`src/rtl/pio_bank_pkg.sv`:
```
// Shared definitions for the mezzanine-A PIO bank controller: register
// addresses, the per-lane turnaround state encoding and a counter sizing helper.
package pio_bank_pkg;

  localparam logic [2:0] ADDR_OUT        = 3'd0;
  localparam logic [2:0] ADDR_DIR        = 3'd1;
  localparam logic [2:0] ADDR_IN         = 3'd2;
  localparam logic [2:0] ADDR_RISE_EN    = 3'd3;
  localparam logic [2:0] ADDR_FALL_EN    = 3'd4;
  localparam logic [2:0] ADDR_IRQ_STATUS = 3'd5;
  localparam logic [2:0] ADDR_IRQ_MASK   = 3'd6;
  localparam logic [2:0] ADDR_LANE_BUSY  = 3'd7;

  typedef enum logic [1:0] {
    LANE_IDLE   = 2'd0,
    LANE_OFF    = 2'd1,
    LANE_SETTLE = 2'd2
  } lane_state_e;

  // Width of a counter that must hold the value turn_cycles.
  function automatic int turn_cnt_width(input int turn_cycles);
    return (turn_cycles < 1) ? 1 : $clog2(turn_cycles + 1);
  endfunction

endpackage

```
`src/rtl/pio_lane_turnaround.sv`:
```
// One byte lane's transceiver turnaround sequencer. The transceiver is disabled
// for TURN_CYCLES clocks before and after the applied direction changes, so the
// board-side driver and the transceiver never fight over the pins.
module pio_lane_turnaround
  import pio_bank_pkg::*;
#(
  parameter int TURN_CYCLES = 4
) (
  input  logic clk,
  input  logic rst,
  input  logic req,
  output logic dir,
  output logic oe_b,
  output logic busy,
  output logic valid
);

  localparam int CW = turn_cnt_width(TURN_CYCLES);
  localparam logic [CW-1:0] TURN_LOAD = CW'(TURN_CYCLES);
  localparam logic [CW-1:0] CNT_ONE   = CW'(1);

  lane_state_e   state_q;
  logic [CW-1:0] cnt_q;

  // Break-before-make sequence; the request is only sampled when leaving OFF,
  // so rewrites during the sequence just update what gets applied.
  always_ff @(posedge clk or posedge rst) begin
    if (rst) begin
      state_q <= LANE_IDLE;
      cnt_q   <= '0;
      dir     <= 1'b0;
      oe_b    <= 1'b0;
    end else begin
      case (state_q)
        LANE_IDLE: begin
          if (req != dir) begin
            state_q <= LANE_OFF;
            cnt_q   <= TURN_LOAD;
            oe_b    <= 1'b1;
          end
        end
        LANE_OFF: begin
          if (cnt_q == CNT_ONE) begin
            dir     <= req;
            state_q <= LANE_SETTLE;
            cnt_q   <= TURN_LOAD;
          end else begin
            cnt_q <= cnt_q - CNT_ONE;
          end
        end
        LANE_SETTLE: begin
          if (cnt_q == CNT_ONE) begin
            state_q <= LANE_IDLE;
            cnt_q   <= '0;
            oe_b    <= 1'b0;
          end else begin
            cnt_q <= cnt_q - CNT_ONE;
          end
        end
        default: begin
          state_q <= LANE_IDLE;
          cnt_q   <= '0;
          oe_b    <= 1'b0;
        end
      endcase
    end
  end

  assign busy  = (state_q != LANE_IDLE);
  assign valid = (state_q == LANE_IDLE) && !dir;

endmodule

```
`src/rtl/pio_bank_ctrl.sv`:
```
// Mezzanine-A PIO bank controller: register file, per-lane turnaround
// sequencers, input synchronisers, edge detection and the maskable IRQ.
module pio_bank_ctrl
  import pio_bank_pkg::*;
#(
  parameter int LANES       = 6,
  parameter int TURN_CYCLES = 4,
  parameter int SYNC_STAGES = 2,
  localparam int W          = 8 * LANES
) (
  input  logic             SYS_CLK,
  input  logic             SYS_RST,
  input  logic [2:0]       REG_ADDR,
  input  logic             REG_WR,
  input  logic             REG_RD,
  input  logic [W-1:0]     REG_WDATA,
  output logic [W-1:0]     REG_RDATA,
  input  logic [W-1:0]     PIO_IN,
  output logic [W-1:0]     PIO_OUT,
  output logic [LANES-1:0] PIO_DIR,
  output logic [LANES-1:0] PIO_OE_B,
  output logic             PIO_IRQ
);

  logic [W-1:0]     out_q;
  logic [W-1:0]     rise_en_q;
  logic [W-1:0]     fall_en_q;
  logic [W-1:0]     irq_status_q;
  logic [W-1:0]     irq_mask_q;
  logic [W-1:0]     prev_q;
  logic [W-1:0]     sync_q [SYNC_STAGES];
  logic [W-1:0]     sync_in;
  logic [W-1:0]     valid_bits;
  logic [W-1:0]     edge_set;
  logic [W-1:0]     status_clr;
  logic [W-1:0]     rd_mux;
  logic [LANES-1:0] dir_req_q;
  logic [LANES-1:0] lane_busy;
  logic [LANES-1:0] lane_valid;

  for (genvar i = 0; i < LANES; i++) begin : g_lane
    pio_lane_turnaround #(
      .TURN_CYCLES(TURN_CYCLES)
    ) u_lane (
      .clk  (SYS_CLK),
      .rst  (SYS_RST),
      .req  (dir_req_q[i]),
      .dir  (PIO_DIR[i]),
      .oe_b (PIO_OE_B[i]),
      .busy (lane_busy[i]),
      .valid(lane_valid[i])
    );
    assign valid_bits[8*i +: 8] = {8{lane_valid[i]}};
  end

  // Plain read/write registers; IRQ_STATUS is handled with the edge logic.
  always_ff @(posedge SYS_CLK or posedge SYS_RST) begin
    if (SYS_RST) begin
      out_q      <= '0;
      dir_req_q  <= '0;
      rise_en_q  <= '0;
      fall_en_q  <= '0;
      irq_mask_q <= '0;
    end else if (REG_WR) begin
      case (REG_ADDR)
        ADDR_OUT:      out_q      <= REG_WDATA;
        ADDR_DIR:      dir_req_q  <= REG_WDATA[LANES-1:0];
        ADDR_RISE_EN:  rise_en_q  <= REG_WDATA;
        ADDR_FALL_EN:  fall_en_q  <= REG_WDATA;
        ADDR_IRQ_MASK: irq_mask_q <= REG_WDATA;
        default: ;
      endcase
    end
  end

  assign PIO_OUT = out_q;

  // Multi-flop synchroniser on every raw pin.
  always_ff @(posedge SYS_CLK or posedge SYS_RST) begin
    if (SYS_RST) begin
      for (int s = 0; s < SYNC_STAGES; s++) sync_q[s] <= '0;
    end else begin
      sync_q[0] <= PIO_IN;
      for (int s = 1; s < SYNC_STAGES; s++) sync_q[s] <= sync_q[s-1];
    end
  end

  assign sync_in = sync_q[SYNC_STAGES-1];

  // Previous synchronised value, tracked even while a lane is turning around.
  always_ff @(posedge SYS_CLK or posedge SYS_RST) begin
    if (SYS_RST) prev_q <= '0;
    else         prev_q <= sync_in;
  end

  assign edge_set   = ((sync_in & ~prev_q & rise_en_q) | (~sync_in & prev_q & fall_en_q)) & valid_bits;
  assign status_clr = (REG_WR && (REG_ADDR == ADDR_IRQ_STATUS)) ? REG_WDATA : '0;

  // Sticky status with write-one-to-clear (a new edge beats a clear) and the registered IRQ.
  always_ff @(posedge SYS_CLK or posedge SYS_RST) begin
    if (SYS_RST) begin
      irq_status_q <= '0;
      PIO_IRQ      <= 1'b0;
    end else begin
      irq_status_q <= (irq_status_q & ~status_clr) | edge_set;
      PIO_IRQ      <= |(irq_status_q & irq_mask_q);
    end
  end

  // Read data selection; narrow registers are zero-extended.
  always_comb begin
    rd_mux = '0;
    case (REG_ADDR)
      ADDR_OUT:        rd_mux = out_q;
      ADDR_DIR:        rd_mux[LANES-1:0] = dir_req_q;
      ADDR_IN:         rd_mux = sync_in;
      ADDR_RISE_EN:    rd_mux = rise_en_q;
      ADDR_FALL_EN:    rd_mux = fall_en_q;
      ADDR_IRQ_STATUS: rd_mux = irq_status_q;
      ADDR_IRQ_MASK:   rd_mux = irq_mask_q;
      ADDR_LANE_BUSY:  rd_mux[LANES-1:0] = lane_busy;
      default:         rd_mux = '0;
    endcase
  end

  // Registered read data, held between read strobes.
  always_ff @(posedge SYS_CLK or posedge SYS_RST) begin
    if (SYS_RST)     REG_RDATA <= '0;
    else if (REG_RD) REG_RDATA <= rd_mux;
  end

endmodule

```
`config.mk`:
```
export PLATFORM = sky130hd
export DESIGN_NAME = pio_bank_ctrl
export DESIGN_NICKNAME = d
export VERILOG_FILES = /design/src/rtl/pio_bank_pkg.sv /design/src/rtl/pio_lane_turnaround.sv /design/src/rtl/pio_bank_ctrl.sv
export SDC_FILE = /design/constraint.sdc
export NUM_CORES = 1
export LEC_CHECK = 0
export ABC_AREA = 1
export CAP_MARGIN = 20
export CORE_AREA = 2 2 201 203
export CTS_BUF_LIST = sky130_fd_sc_hd__clkbuf_4
export CTS_CLUSTER_SIZE = 14
export DETAILED_ROUTE_END_ITERATION = 8
export DIE_AREA = 0 0 203 205
export GPL_TIMING_DRIVEN = 0
export PLACE_DENSITY = 0.85
export SLEW_MARGIN = 10
export SYNTH_ARGS = -nofsm -noshare
export SYNTH_HDL_FRONTEND = slang
export SYNTH_SLANG_ARGS = --single-unit
```
`constraint.sdc`:
```
create_clock -name SYS_CLK -period 19.1 [get_ports SYS_CLK]
set_input_delay 5.73 -clock SYS_CLK [delete_from_list [all_inputs] [get_ports SYS_CLK]]
set_output_delay 5.73 -clock SYS_CLK [all_outputs]
set_load 0.005 [all_outputs]
```
[Word-level counts from Yosys, hierarchy flattened]
Cells that the tools add are included.
Widths: inputs -> output; s select.
Cells by class
  add/sub/neg operators: 6
  equal/unequal tests: 49
  multiplexer cells: 69
  bitwise logic cells: 18
  reduce and logical (&&, ||, !) cells: 50
Operator list (count)
  $and 48x48->48: 7
  $pmux 42 s6: 1
  $not 48->48: 3
  $or 48x48->48: 2
  $mux 3: 18
  $pmux 3 s3: 6
  $mux 48: 1
  $pmux 6 s8: 1
  $reduce_or 48->1: 1
  $mux 2: 18
  $ne 2x1->1 const B: 18
  $pmux 2 s3: 6
  $reduce_and 3->1: 12
  $reduce_and 2->1: 11
  $eq 3x1->1 const B: 7
  $pmux 1 s3: 6
  $sub 3x1->3 const B: 6
  $eq 2x1->1 const B: 6
  $eq 2x2->1 const B: 6
  $eq 3x3->1 const B: 4
  $logic_not 2->1: 6
  $mux 1: 12
  $reduce_bool 2->1: 6
  $logic_and 1x1->1: 7
  5 further kinds: 21
Word-level totals
  flip-flop bits (word level): 481
  input bits: 103
  output and inout port bits: 109
  logic and storage cells: 227

[Logic depth before layout (Yosys ltp)]
Gate-level depths: netlist of run 1.
  word-level depth: 6
  gate-level depth with buffers: 11
  depth with buffers taken out: 9

[Hierarchy]
Synthesis of run 1 repeated with hierarchy kept, for this count alone.
Second synthesis, totals
  cell total of the unflattened synthesis: 2450
  area total of the unflattened synthesis: 20846.2 sq um
By module, submodules not included
  pio_bank_ctrl: times used 1, cells an instance 2162, area an instance 18601.6 sq um, sequential area each 10985.5 sq um
  pio_lane_turnaround: times used 6, cells an instance 48, area an instance 374.1 sq um, sequential area each 175.2 sq um

[Least setup slack after synthesis of run 1]
Ideal clock, no wire load.
  path kind: in2reg
  start point: input port REG_ADDR[2]
  end point: register out_q[29], in the netlist PIO_OUT[29]
  library setup time: 0.132 ns
  data arrival time: 6.685 ns
  required time: 18.968 ns
  path slack: 12.283 ns
  cell stages on the path: 9
  buffers on the path: 3
  cell sequence: buf_4 > inv_1 > nand2_1 > inv_2 > nand2_2 > buf_4 > buf_6 > nand2_1 > o21ai_0
Between the ends
  longest elaborated chain between the ends: 2
Ends and longest elaborated chain
  from (decl): RTL line pio_bank_ctrl.sv:13  | input logic [2:0] REG_ADDR,
  $logic_not 3->1: RTL line pio_bank_ctrl.sv:65  | case (REG_ADDR)
  $reduce_and 2->1 (no source line)
  to (signal assigned): RTL line pio_bank_ctrl.sv:59  | out_q <= '0;
  to (signal assigned): RTL line pio_bank_ctrl.sv:66  | ADDR_OUT: out_q <= REG_WDATA;
  to (decl): RTL line pio_bank_ctrl.sv:25  | logic [W-1:0] out_q;
Every way passes these cells.
A chain may end at the register's enable or synchronous reset.

[Final worst setup path of run 1]
  start point: register out_q[46], in the netlist PIO_OUT[46]
  end point: output port PIO_OUT[46]
RTL lines
  to (decl): RTL line pio_bank_ctrl.sv:19  | output logic [W-1:0] PIO_OUT,
No word-level cell between the ends.

==> out/qor.yml, run 1 <==
yosys:
  synth.avg_cell_area_sq_um: 8.73
  syn_area_sq_mm: 0.0207
  synth_fp_nets: 2487
  synth_cell_types: 28
  yosysWarnings: 0
  syn_inst: 2372
  ys_seq_area_share_pct: 58.2
  ys_ff_latch: 481
setup_path:
  worstPathMaxFanout: 3
  crit_chain: "clkdlybuf4s50_1"
  slowest_stage: "clkdlybuf4s50_1"
  reg2regPathDepth: 5
  cp_data_arrival_time_ns: 1.91
  critPathBufInv: 1
  worstReg2RegEnd: "irq_status_q[13]"
  rrSetupSlack_ns: 17.30
  required_ns: 13.37
  path_delay_family: "buffers and inverters"
  path_class: "flip-flop to output port"
  crit_start: "PIO_OUT[46]"
  r2r-start: "g_lane[1].u_lane.state_q[1]"
  endpoint_kind: "output port"
  critPathLaunchType: "flip-flop"
  slowest_delay_ns: 0.56
cts:
  clockRootBuffer: "clkbuf_4"
  post_cts_buffers: 0
  clk_path_buf_depth: 3
  clkSinkCount: 481
  cts_resized: 0
  clock_latency_ns: 0.85
  cts.clk_slew.worst_paths_ns: 0.07
  htreeDepth: 4
  cts_tree: "done"
  ctsHoldBuffers: 0
  cts_buffers: 131
sta:
  timing.clock.skew_ns: 0.0658
  setup_violations: 0
  finalCritPeriodShare_pct: 40.0
  fmax_mhz: 131
  maxSlewHeadroom_pct: 27.7
  drv_slew: 0
  rsz0062_at_grt: "no"
  period_needed_ns: 7.64
  setup_tns_ns: 0
  worst_pin_slew_ns: 1.08
  finalHoldViolCount: 0
min_path:
  holdPathStages: 0
  worstHoldPathType: "flip-flop to flip-flop"
  holdPathEnd: "sync_in[33]"
  hp-start: "sync_q[81]"
placement:
  hpwl_microns: 45200
  gp_congestion: 0.954
  port_buffers: 209
route:
  wirelength_microns: 65600
  vias: 19100
  drtPass1Iterations: 8
  avgViaCountPerCell: 5.72
  drt_iter0_drc: 1969
  wl_per_cell_microns: 19.6
  antenna_left: 0
  route.detailed.drc: 0
global_routing:
  grt_pass1_vias: 19300
  grt_overflow: 0
  grt_max_degree: 42
  grt_usage_pct: 32.0
  antenna_found_initial: 2
  grt_pass1_wl_microns: 102000
floorplan:
  die_w_microns: 203
  io_pins: 212
  die_area_sq_mm: 0.0416
  core_sq_mm: 0.0394
  initial_core_util_pct: 52.6
  rows: 73
  die_y_microns: 205
pwr:
  peakVddDrop_mv: 0.0641
  power_density_mw_per_mm2: 121
  leakage_uw: 0.0128
  p_total_uw: 3070
layout:
  final_common_cell: "nand2_1"
  num-nets-final: 2843
  area_delta_synth_final_pct: 23.0
  drive_above_1_share_pct: 10.9
  final_cell_mix: "nand2_1 (837), dfrtp_1 (481), o21ai_0 (253), clkdlybuf4s50_1 (209), inv_1 (194)"
job:
  cap_violations: 0
run_status:
  status: "finished, final reports clean"
==> worst max path at each step <==
stage	slack, ns	end	cells past startpoint
floorplan	6.85	PIO_IRQ	1
global placement	4.03	sync_q[86]	2
detailed placement	11.14	REG_RDATA[45]	6
CTS	11.47	PIO_DIR[5]	2
global route	11.43	PIO_DIR[5]	2
finish	11.46	PIO_OUT[46]	1
==> flip-flops by register name, indices dropped and copies added, names as in the netlist, 12 cells and up <==
name	count
prev_q	48
sync_in	48
g_lane.u_lane.state_q	12
g_lane.u_lane.cnt_q	18
irq_status_q	48
irq_mask_q	48
sync_q	48
PIO_OUT	48
REG_RDATA	48
fall_en_q	48
rise_en_q	48
==> routing by layer <==
layer  global-route usage (%)  routed length [microns]
met1                     39.5                    24700
met2                     50.6                    30600
met3                     8.97                     6700
met4                     18.5                     3610
met5                        0                        0
==> final cells by class <==
class                           instances  area [sq um]
Antenna cell                            2          5.00
Buffer                                131           714
Clock buffer                          190          1430
Clock inverter                         33           288
Fill cell                            3114         13900
Inverter                              198           747
Multi-Input combinational cell       1562          7200
Sequential cell                       481         12000
Tap cell                              525           657
Timing Repair Buffer                  223          2380
==> kinds of logic (layout without fill, tap and decap cells) <==
logic type / count (synthesis) / in the layout / synth area share [%]
AND/OR/NAND/NOR: 1108 / 1108 / 21.9
flip-flops: 481 / 481 / 58.2
AO/OA/AOI/OAI: 431 / 431 / 11.7
buffers and inverters: 329 / 775 / 7.04
adder cells (fa/ha/maj): 12 / 12 / 0.725
XOR/XNOR: 11 / 11 / 0.465
other: 0 / 2 / 0
==> synth_stat cells <==
cell type | n | share of area (%)
o211ai_1 | 1 | 0.036
ha_1 | 12 | 0.73
o21a_1 | 1 | 0.036
inv_1 | 195 | 3.5
xor2_1 | 10 | 0.42
buf_1 | 8 | 0.15
nor2_4 | 2 | 0.11
inv_2 | 3 | 0.054
a21oi_1 | 49 | 1.2
clkbuf_1 | 48 | 0.87
o22ai_1 | 11 | 0.33
or2_2 | 8 | 0.24
a21boi_0 | 48 | 1.7
buf_4 | 19 | 0.69
dfrtp_1 | 481 | 58
nand2_2 | 1 | 0.030
xnor2_1 | 1 | 0.042
nor2_2 | 2 | 0.060
o31ai_1 | 48 | 1.7
nand3_1 | 94 | 2.3
nor3_4 | 1 | 0.079
nand2_1 | 837 | 15
nand4_1 | 83 | 2.5
o21ai_0 | 253 | 6.1
nor2_1 | 80 | 1.5
buf_2 | 43 | 1.0
o21ai_1 | 20 | 0.48
buf_6 | 13 | 0.71
==> per-stage QoR <==
step | utilization, % | cells | setup WS, ns | hold slack (ns) | cell area [sq um]
after floorplan | - | 2372 | 6.85 | 0.331 | 20700
final | 64.7 | 3345 | 11.46 | 0.340 | 25500
after detailed placement | 60.3 | 3120 | 11.14 | 0.335 | 23700
after global routing | 64.7 | 3345 | 11.43 | 0.345 | 25500
after global placement | 59.6 | 3106 | 4.03 | 0.333 | 23400
after CTS | 64.7 | 3343 | 11.47 | 0.347 | 25500
==> where the power goes <==
part           total, uW  switching (uW)  internal [uW]
Sequential          1380             164           1220
Clock                967             432            535
Combinational        721             414            307
Total               3070            1010           2060
==> worst reg2reg max path: stages (launching register included) <==
cell and delay (ns):
dfrtp_1 0.40, inv_1 0.13, nand2_1 0.15, or2_2 0.36
clkbuf_1 0.30, o31ai_1 0.34
(Power assumes the default switching activity.)
==> run 2: changes to the inputs <==
--- a/config.mk
+++ b/config.mk
@@ -7,13 +7,13 @@
 export LEC_CHECK = 0
 export ABC_AREA = 1
 export CAP_MARGIN = 20
-export CORE_AREA = 2 2 201 203
+export CORE_AREA = 2 2 197 199
 export CTS_BUF_LIST = sky130_fd_sc_hd__clkbuf_4
 export CTS_CLUSTER_SIZE = 14
 export DETAILED_ROUTE_END_ITERATION = 8
-export DIE_AREA = 0 0 203 205
+export DIE_AREA = 0 0 199 201
 export GPL_TIMING_DRIVEN = 0
-export PLACE_DENSITY = 0.85
+export PLACE_DENSITY = 0.84
 export SLEW_MARGIN = 10
 export SYNTH_ARGS = -nofsm -noshare
 export SYNTH_HDL_FRONTEND = slang
==> constraint.sdc (replaced) <==
create_clock -name SYS_CLK -period 7.65 [get_ports SYS_CLK]
set_input_delay 2.295 -clock SYS_CLK [delete_from_list [all_inputs] [get_ports SYS_CLK]]
set_output_delay 2.295 -clock SYS_CLK [all_outputs]
set_load 0.005 [all_outputs]
==> out/qor.yml, run 2 (synthesis gave the netlist of run 1 again) <==
setup_path:
  critPathLaunchType: "flip-flop"  # unchanged
  reg2regPathDepth: 5  # unchanged
  worstReg2RegEnd: "irq_status_q[24]"  # was irq_status_q[13]
  endpoint_kind: "output port"  # unchanged
  path_class: "flip-flop to output port"  # unchanged
  required_ns: 5.36  # was 13.37 ns
  r2r-start: "g_lane[3].u_lane.state_q[1]"  # was g_lane[1].u_lane.state_q[1]
  cp_data_arrival_time_ns: 1.82  # was 1.91 ns
  worstPathMaxFanout: 4  # was 3
  rrSetupSlack_ns: 5.89  # was 17.30 ns
sta:
  rsz0062_at_grt: "no"  # unchanged
  drv_slew: 0  # unchanged
  maxSlewHeadroom_pct: 29.2  # was 27.7%
  setup_violations: 0  # unchanged
  finalHoldViolCount: 0  # unchanged
  period_needed_ns: 4.12
  worst_pin_slew_ns: 1.06  # was 1.08 ns
  fmax_mhz: 243
  timing.clock.skew_ns: 0.0454  # was 0.0658 ns
  finalCritPeriodShare_pct: 53.8
min_path:
  hp-start: "sync_q[91]"  # was sync_q[81]
  worstHoldPathType: "flip-flop to flip-flop"  # unchanged
  holdPathStages: 0  # unchanged
  holdPathEnd: "sync_in[43]"  # was sync_in[33]
placement:
  hpwl_microns: 44300  # was 45200 microns
  port_buffers: 209  # unchanged
  gp_congestion: 0.936  # was 0.954
job:
  cap_violations: 0  # unchanged
cts:
  cts_tree: "done"  # unchanged
  clkSinkCount: 481  # unchanged
  ctsHoldBuffers: 0  # unchanged
  cts.clk_slew.worst_paths_ns: 0.07  # about the same
  cts_buffers: 130  # was 131
  clockRootBuffer: "clkbuf_4"  # unchanged
  cts_resized: 0  # unchanged
  clock_latency_ns: 0.81  # was 0.85 ns
  htreeDepth: 4  # unchanged
  post_cts_buffers: 0  # unchanged
  clk_path_buf_depth: 3  # unchanged
global_routing:
  grt_usage_pct: 32.9  # was 32.0%
  grt_overflow: 0  # unchanged
  grt_max_degree: 40  # was 42
  grt_pass1_vias: 19100  # was 19300
  grt_pass1_wl_microns: 101000  # was 102000 microns
  antenna_found_initial: 3  # was 2
layout:
  final_common_cell: "nand2_1"  # unchanged
  regArea_sq_mm: 0.0120  # unchanged
  area_delta_synth_final_pct: 23.1  # was 23.0%
  final_cell_mix: "nand2_1 (837), dfrtp_1 (481), o21ai_0 (253), clkdlybuf4s50_1 (209), inv_1 (194)"  # unchanged
  multi_input_area_sq_mm: 0.00720  # unchanged
  fin_util_pct: 66.8  # was 64.7%
  fillCellCount: 2964  # was 3114
  drive_above_1_share_pct: 11.0  # was 10.9%
  num-nets-final: 2843  # unchanged
run_status:
  violations: "DRC"
  status: "finished, violations left"  # was finished, final reports clean
floorplan:
  initial_core_util_pct: 54.3  # was 52.6%
  io_pins: 212  # unchanged
  die_w_microns: 199  # was 203 microns
  rows: 72  # was 73
  core_sq_mm: 0.0381  # was 0.0394 sq mm
  die_y_microns: 201  # was 205 microns
  die_area_sq_mm: 0.0400  # was 0.0416 sq mm
route:
  avgViaCountPerCell: 5.70  # was 5.72
  wl_per_cell_microns: 19.3  # was 19.6 microns
  wirelength_microns: 64500  # was 65600 microns
  route.detailed.drc: 2  # was 0
  drtPass1Iterations: 9  # was 8
  antenna_left: 0  # unchanged
  drt_iter0_drc: 2102  # was 1969
  vias: 19100  # about the same
pwr:
  power_density_mw_per_mm2: 300  # was 121 mW/mm^2
  leakage_uw: 0.0129  # was 0.0128 uW
  peakVddDrop_mv: 0.156  # was 0.0641 mV
  p_total_uw: 7630  # was 3070 uW
[run 2: metrics by stage]
stage,cell area (sq um),setup WS (ns),std cells,hold slack (ns),setup TNS [ns]
floorplan,20700,-1.16,2372,0.331,-559.75
global placement,23400,-3.95,3099,0.333,-1878.98
detailed placement,23800,3.14,3114,0.335,0
CTS,25500,3.48,3341,0.317,0
global route,25500,3.44,3344,0.327,0
finish,25500,3.53,3345,0.314,0
[run 2: worst max path at each step]
stage / from / cells after the start / to
global route: g_lane[4].u_lane.dir / 2 / PIO_DIR[4]
detailed placement: REG_RD / 6 / REG_RDATA[2]
finish: g_lane[5].u_lane.dir / 2 / PIO_DIR[5]
global placement: SYS_RST / 2 / sync_in[43]
CTS: g_lane[4].u_lane.dir / 2 / PIO_DIR[4]
floorplan: SYS_RST / 1 / PIO_IRQ
[run 2: report_power, final]
part	total [uW]	switching, uW	leakage [uW]	internal [uW]
sequential	3450	402	0.00579	3050
combinational	1800	1030	0.00605	769
clock	2380	1080	0.00101	1300
total	7630	2520	0.0129	5110
[run 2: layout make-up]
type	instances	area share (%)
sequential	481	47.3
multi-input combinational	1562	28.3
timing repair buffer	224	9.48
clock buffer	188	5.54
inverter	198	2.93
buffer	131	2.80
tap	518	2.54
clock inverter	39	1.13
antenna	4	0.0393
[run 2: worst max-delay path, cell delays in order, from the launching register on]
cell             delay, ns
dfrtp_1               0.42
buf_4                 0.13
clkdlybuf4s50_1       0.48
[run 2: per-layer routing]
layer / global-route usage (%) / part of all wire, %
met2: 51.0 / 47
met4: 18.5 / 4.9
met5: 0 / 0
met1: 42.0 / 37
met3: 8.85 / 11
==> patch, RTL diff (config.mk and constraints of run 1) <==
Re-encode `lane_state_e` (3 states) as one-hot, 3 bits wide.
--- a/src/rtl/pio_bank_pkg.sv
+++ b/src/rtl/pio_bank_pkg.sv
@@ -11,10 +11,10 @@
   localparam logic [2:0] ADDR_IRQ_MASK   = 3'd6;
   localparam logic [2:0] ADDR_LANE_BUSY  = 3'd7;
 
-  typedef enum logic [1:0] {
-    LANE_IDLE   = 2'd0,
-    LANE_OFF    = 2'd1,
-    LANE_SETTLE = 2'd2
+  typedef enum logic [2:0] {
+    LANE_IDLE   = 3'b001,
+    LANE_OFF    = 3'b010,
+    LANE_SETTLE = 3'b100
   } lane_state_e;
 
   // Width of a counter that must hold the value turn_cycles.
Formal check against the unedited RTL: no difference found for any inputs over 4 cycles, from zero or initial values and one cycle with SYS_RST high; so few cycles prove little.
==> patch against run 1 <==
Setup slack about the same; non-clock buffer count increased by 5; count of clock-buffer cells in the layout decreased by 2; sequential cell count increased by 6; first-iteration DRC count increased by 2.1%; wire length increased by 0.77%; final area increased by 1.9%; maximum frequency about the same; total power decreased by 0.47%; clock power decreased by 2.2%; synthesized area increased by 2.6%; global-route usage increased by 0.77 points; critical path type unchanged; critical endpoint is now PIO_DIR[2].
==> patch: results (changes against run 1) <==
* Slowest stage delay, CP at 0.50 ns (-0.06 ns)
* Non-clock buffer share at 12.0% (-0.17 points)
* Metal3 WL at 7000 um (+4.4%)
* Final hold slack at 0.335 ns (-0.00538 ns)
* Nets at 2957 (+4.0%)
* Placed Instances at 3234 (+3.7%)
* Drt initial violations at 2011 (+2.1%)
* M1 WL at 25200 um (+2.3%)
* Max IR drop VDD at 0.0675 mV (+5.4%)
* Critical Path End: PIO_DIR[2]
* #MultiIn Comb at 1694 (+8.5%)
* GRT met2 Usage at 51.4% (+0.73 points)
* Critical path origin: g_lane[2].u_lane.dir
* Synth top cells by count: nand2_1 (954), dfrtp_1 (481), o21ai_0 (286), inv_1 (165), nand4_1 (148)
* Clk cell area share at 6.44% (-0.29 points)
* Synthesized Nets at 2602 (+4.6%)
* Outcome: finished clean
* Routed length per placed instance at 19.1 um (-2.5%)
* Clock buffer cells at 188 (-1.1%)
* RR Endpoint: irq_status_q[30]
* WHS Endpoint: sync_in[43]
* Crit-path max FO at 4 (+1)
* Cell Pwr Density at 118 mW/mm2 (-2.3%)
* Reg2reg path depth at 4 (-1)
* Clock slew at reported path FFs at 0.06 ns
* Non-clk bufs at 359 (+1.4%)
* Worst-margin pin slew at 1.01 ns (-0.0772 ns)
* Later-pin clock latency in the skew report at 0.89 ns (+0.04 ns)
* Hold Startpoint: sync_q[91]
* Total Routing Usage GR at 32.7% (+0.77 points)
* First-pass GRT wire length at 105000 um (+2.7%)
* Period minus WS final at 7.64 ns (-0.000500 ns)
* FF-to-FF Start: g_lane[3].u_lane.state_q[0]
* DR WL met2 at 30700 um (+0.27%)
* Placed inst area at 0.0243 mm2 (+2.2%)
* Multi-input gate area at 0.00766 mm2 (+6.4%)
* Hpwl dp at 45600 um (+1.0%)
* Synthesized area per cell at 8.54 um2 (-2.1%)
* Largest net degree at the start of global routing at 40 (-4.8%)
* Slack of the worst reg-to-reg path at 17.14 ns (-0.16 ns)
* WL final at 66100 um (+0.77%)
* Gpl congestion at 0.921 (-3.5%)
* M3 GR Usage at 8.77% (-0.21 points)
* Clk_skew at 0.0830 ns (+0.0172 ns)
* Sequential cell area fraction in the yosys report at 57.4% (-0.73 points)
* CTS Buf Count at 131 (unchanged)
* Number of global-route vias before repair at 20200 (+4.3%)
* Inverters excl. clock at 169 (-15%)
* Sequential cells at 487 (+1.2%)
* Share of cells above drive strength 1 at 11.0% (+0.13 points)
* Dpl ws at 11.22 ns (+0.0775 ns)
* Vias/cell at 5.68 (-0.56%)
* Port Buffers at 208 (-0.48%)
## patch: cell count changes in the layout (fill, tap and decap cells not counted), moves of 33 or more
cell,run 1,this run
a21oi_1,49,1
nand4_1,83,148
nand3b_1,0,49
o21ai_0,253,286
a21boi_0,48,0
nand2_1,837,954
o31ai_1,48,0
## patch: power by group
group | switching [mW] | total, mW | internal, mW | leakage (nW)
sequential | 0.163 | 1.40 | 1.24 | 5.93
clock | 0.440 | 0.946 | 0.506 | 0.978
combinational | 0.414 | 0.708 | 0.294 | 6.01
## patch: kinds of logic (layout without fill, tap and decap cells)
logic type / Yosys count / count (layout) / share of synthesized area [%]
buf+inv: 306 / 750 / 6.48
flops: 487 / 487 / 57.4
xor+xnor: 9 / 9 / 0.371
other cells: 0 / 2 / 0
fa+ha+maj: 12 / 12 / 0.707
simple gates: 1338 / 1338 / 27.1
compound gates: 335 / 335 / 7.93
